File: src/rtl/pipe_flow_ctrl.sv
// Flow controller for a 5-stage IF/ID/EX/MEM/WB pipeline.
// It applies hazard-unit stall and flush requests to the fetch PC and the stage valids, and keeps statistics.
module pipe_flow_ctrl #(
    parameter int              PC_W      = 8,
    parameter logic [PC_W-1:0] RESET_PC  = '0,
    parameter int              STALL_MAX = 15
) (
    input  logic            clk,
    input  logic            rst,
    input  logic            fetch_en,
    input  logic            haz_stall,
    input  logic            haz_flush,
    input  logic [PC_W-1:0] br_target,
    output logic [PC_W-1:0] pc,
    output logic [4:0]      vld,
    output logic            if_id_we,
    output logic [1:0]      state_o,
    output logic [7:0]      bubble_cnt,
    output logic [7:0]      flush_cnt,
    output logic            stall_to,
    output logic            retire
);

    localparam int SR_W = (STALL_MAX < 1) ? 1 : $clog2(STALL_MAX + 1);
    localparam logic [SR_W-1:0] SR_MAX = SR_W'(STALL_MAX);

    typedef enum logic [1:0] {
        ST_RUN   = 2'd0,
        ST_STALL = 2'd1,
        ST_FLUSH = 2'd2
    } state_t;

    state_t          state_q, state_d;
    logic [PC_W-1:0] pc_q, pc_d;
    logic [4:0]      vld_q, vld_d;
    logic [7:0]      bubble_cnt_q, bubble_cnt_d;
    logic [7:0]      flush_cnt_q, flush_cnt_d;
    logic            stall_to_q, stall_to_d;
    logic [SR_W-1:0] stall_run_q, stall_run_d;

    // Priority: flush beats stall beats advance; exactly one action per cycle.
    always_comb begin
        state_d      = state_q;
        pc_d         = pc_q;
        vld_d        = vld_q;
        bubble_cnt_d = bubble_cnt_q;
        flush_cnt_d  = flush_cnt_q;
        stall_to_d   = stall_to_q;
        stall_run_d  = stall_run_q;
        if (haz_flush) begin
            pc_d        = br_target;
            vld_d       = {vld_q[3], vld_q[2], 3'b000};
            flush_cnt_d = (flush_cnt_q == 8'hFF) ? flush_cnt_q : flush_cnt_q + 8'd1;
            state_d     = ST_FLUSH;
            stall_run_d = '0;
        end else if (haz_stall) begin
            // IF/ID frozen; a bubble enters EX while older stages drain.
            vld_d        = {vld_q[3], vld_q[2], 1'b0, vld_q[1:0]};
            bubble_cnt_d = (bubble_cnt_q == 8'hFF) ? bubble_cnt_q : bubble_cnt_q + 8'd1;
            state_d      = ST_STALL;
            if (stall_run_q == SR_MAX) begin
                stall_to_d = 1'b1;
            end else begin
                stall_run_d = stall_run_q + 1'b1;
            end
        end else begin
            vld_d       = {vld_q[3:0], fetch_en};
            pc_d        = fetch_en ? pc_q + 1'b1 : pc_q;
            state_d     = ST_RUN;
            stall_run_d = '0;
        end
    end

    always_ff @(posedge clk) begin
        if (rst) begin
            state_q      <= ST_RUN;
            pc_q         <= RESET_PC;
            vld_q        <= '0;
            bubble_cnt_q <= '0;
            flush_cnt_q  <= '0;
            stall_to_q   <= 1'b0;
            stall_run_q  <= '0;
        end else begin
            state_q      <= state_d;
            pc_q         <= pc_d;
            vld_q        <= vld_d;
            bubble_cnt_q <= bubble_cnt_d;
            flush_cnt_q  <= flush_cnt_d;
            stall_to_q   <= stall_to_d;
            stall_run_q  <= stall_run_d;
        end
    end

    assign if_id_we   = ~haz_stall & ~haz_flush;
    assign pc         = pc_q;
    assign vld        = vld_q;
    assign state_o    = state_q;
    assign bubble_cnt = bubble_cnt_q;
    assign flush_cnt  = flush_cnt_q;
    assign stall_to   = stall_to_q;
    assign retire     = vld_q[4];

endmodule

File: config.mk
export PLATFORM = sky130hd
export DESIGN_NAME = pipe_flow_ctrl
export DESIGN_NICKNAME = d
export VERILOG_FILES = /design/src/rtl/pipe_flow_ctrl.sv
export SDC_FILE = /design/constraint.sdc
export NUM_CORES = 1
export LEC_CHECK = 0
export ABC_CLOCK_PERIOD_IN_PS = 2000
export BUFFER_PORTS_ARGS = -buffer_cell sky130_fd_sc_hd__buf_2
export CAP_MARGIN = 5
export CORE_MARGIN = 4
export CORE_UTILIZATION = 50
export DETAILED_ROUTE_END_ITERATION = 10
export PLACE_DENSITY = 0.8
export SYNTH_ARGS = -nofsm -noshare
export SYNTH_HDL_FRONTEND = slang
export SYNTH_SLANG_ARGS = --single-unit
File: constraint.sdc
create_clock -name clk -period 2 [get_ports clk]
set_input_delay 0.3 -clock clk [delete_from_list [all_inputs] [get_ports clk]]
set_output_delay 0.3 -clock clk [all_outputs]
set_load 0.005 [all_outputs]
==> impl_metrics.tcl <==
set metrics [dict create \
    outcome "finished, final reports clean" \
    internal_power_w 0.0009943 \
    clk_latency_ns 0.33 \
    htreeDepth 2 \
    fin_tns_setup_ns 0 \
    worstPathMaxFanout 6 \
    setup_slack_ns 0.4686 \
    syn_nets 199 \
    route.detailed.drc 0 \
    die_w_um 65.52 \
    hold_depth 3 \
    cts_tree "built" \
    cts_hold_buf 0 \
    hold_path.class "primary input to flip-flop" \
    dp_hpwl_um 2484 \
    timing.rr.start "bubble_cnt[0]" \
    power_frac_seq_pct 58.6 \
    synth.yosys.seq_area_share_pct 43.57 \
    antenna_found_initial 0 \
    slew_headroom_pct 69.30 \
    comb_power_share_pct 9.2 \
    grt_max_degree 18 \
    cts_resized 0 \
    path_class "flip-flop to flip-flop" \
    critPathLaunch "bubble_cnt[0]" \
    ys_ff_latch 36 \
    synth_area_mm2 0.001654 \
    rsz0062_at_grt "false" \
    end_kind "flip-flop" \
    crit_path_start_kind "flip-flop" \
    synthCells 182 \
    worstPathArrival_ns 1.76 \
    r2r-end "bubble_cnt[1]" \
    drt_iter0_drc 57 \
    ant_nets 0 \
    wl_per_cell_um 12.35 \
    fmax_mhz 653.0 \
    drv_cap 0 \
    start_util_pct 53.31 \
    p_switching_w 0.0003097 \
    die_h_um 65.52 \
    post_cts_buffers 0 \
    nNetsFinal 245 \
    multi_input_area_um2 864.6 \
    path_clk_slew_ns 0.10 \
    final_common_cell "buf_2" \
    synthFlopType "dfxtp_1" \
    synth_top_area_share_pct 43.57 \
    synth_edf_count 0 \
    grt_pass1_vias 1287 \
    synth_warnings 0 \
    p_leak_nw 0.8565 \
    met2_length_um 1461 \
    drive_above_1_share_pct 26.75 \
    cts.path.max_buffers 2 \
    std_cell_rows 20 \
    portBuffers 46 \
    avgSynthCellArea_um2 9.088 \
    r2r_cells 5 \
    reg2reg_slack_ns 0.47 \
    period_share_pct 76.57 \
    min_from "br_target[2]" \
    synth.distinct_cells 41 \
    cellPowerDensity_mw_per_mm2 662.2 \
    numCtsBuffers 5 \
    synthToLayoutAreaGrowth_pct 19.06 \
    root_buffer "clkbuf_4" \
    switching_share_pct 23.75 \
    vias_per_cell 5.408 \
    track_usage_pct 17.03 \
    grt_first_pass_wirelength_um 5630 \
    tightest_slew_ns 0.4600 \
    topRoutingLayerUsed "met4" \
    diodes 0 \
    finalHoldViolCount 0 \
    synth_top_area_cell "dfxtp_1" \
    clock-sinks 36 \
    skew_ns 0.005392 \
    drtPass1Iterations 4 \
    p_clk_share_pct 32.2 \
    wl_met3_um 271 \
    cp_data_required_time_ns 2.23 \
    ff_latch_area_um2 720.7 \
    async_reset_ff_share_pct 0 \
    layout_common_cells "buf_2 (46), dfxtp_1 (36), nor2_1 (26), nand3_1 (12)" \
    irDropWorstVdd_uv 359.5 \
    hold_end "pc[2]" \
    die_area_mm2 0.004292 \
    gp_congestion 0.7982 \
    fillers 290 \
    grt_overflow 0 \
    wl_met1_um 1572 \
    fin_crit_ns 1.531 \
    report.final.slew_viol_count 0 \
    vias 1471 \
    coreArea_mm2 0.003103 \
    pre_cts_ws_ns 0.4738 \
    setup_viol 0 \
    ios 47 \
    routed_wl_um 3358 \
    yosys-top-cells-area "dfxtp_1 (44%), nor2_1 (5.9%), mux2i_1 (4.2%)" \
]
==> power by group through the flow <==
| stage | Sequential, W | Combinational, W | Clock, W |
|---|---|---|---|
| after global placement | 0.000779 | 0.000121 | 0 |
| after floorplan | 0.000780 | 0.0000717 | 0 |
| after global routing | 0.000769 | 0.000136 | 0.000472 |
| after CTS | 0.000764 | 0.000122 | 0.000439 |
| final | 0.000764 | 0.000120 | 0.000419 |
| after detailed placement | 0.000781 | 0.000121 | 0 |
==> cell families after synthesis <==
family / count (synthesis) / synth area share (%)
buffers and inverters: 14 / 4.161
multiplexers: 7 / 4.236
AND/OR/NAND/NOR: 81 / 27.08
flip-flops: 36 / 43.57
adder cells (fa/ha/maj): 4 / 3.026
AO/OA/AOI/OAI: 33 / 14.22
XOR/XNOR: 7 / 3.707
==> per-stage QoR <==
stage / area (um2) / power [W] / hold WS [ns] / std cells / util [%]
CTS: 1969 / 0.001325 / 0.2055 / 272 / 63.47
global route: 1969 / 0.001378 / 0.2105 / 272 / 63.47
detailed placement: 1904 / 0.0009024 / 0.4552 / 265 / 61.37
global placement: 1904 / 0.0008998 / 0.4459 / 265 / 61.37
finish: 1969 / 0.001304 / 0.2249 / 272 / 63.47
floorplan: 1654 / 0.0008514 / 0.4437 / 182 / -
==> sequential cells by signal (all words and copies together), names as in the netlist <==
name,count
bubble_cnt,8
vld,5
flush_cnt,8
state_o,2
stall_run_q,4
stall_to,1
pc,8
==> how the worst max path moves through the flow <==
| stage | to | cells after the start |
|---|---|---|
| finish | bubble_cnt[1] | 5 |
| global placement | bubble_cnt[1] | 5 |
| floorplan | flush_cnt[5] | 5 |
| global route | flush_cnt[1] | 5 |
| CTS | bubble_cnt[1] | 5 |
| detailed placement | bubble_cnt[1] | 5 |
==> layout make-up <==
cell class	count	area share, %
Timing Repair Buffer	48	12.45
Tap cell	44	2.795
Inverter	5	0.9530
Clock buffer	7	3.304
Sequential cell	36	36.59
Multi-Input combinational cell	132	43.90
==> synthesized netlist by cell type, types with 2 or more instances <==
master    instances
dfxtp_1          36
nor2_1           26
nand3_1          12
nand2_1           9
nor3_1            9
a21oi_1           7
mux2i_1           7
a211oi_1          6
o21ai_0           6
inv_1             5
nand4_1           5
a311oi_1          4
buf_2             4
ha_1              4
xnor2_1           4
a31oi_1           3
nand2b_1          3
nor2b_1           3
or3_1             3
xor2_1            3
a41oi_1           2
clkbuf_1          2
==> worst max-delay path, cell delays in order (launching register included) <==
cell	delay (ns)
dfxtp_1	0.42
ha_1	0.27
nand2_1	0.12
o31ai_2	0.34
mux2i_1	0.22
nor2_1	0.05
==> metal layers <==
layer	vias up	global-route usage (%)
met5	-	0
met4	0	9.067
met3	5	4.786
met2	49	26.80
met1	663	21.02
li1	754	-
Note: power is estimated with default switching activity, not from simulation.
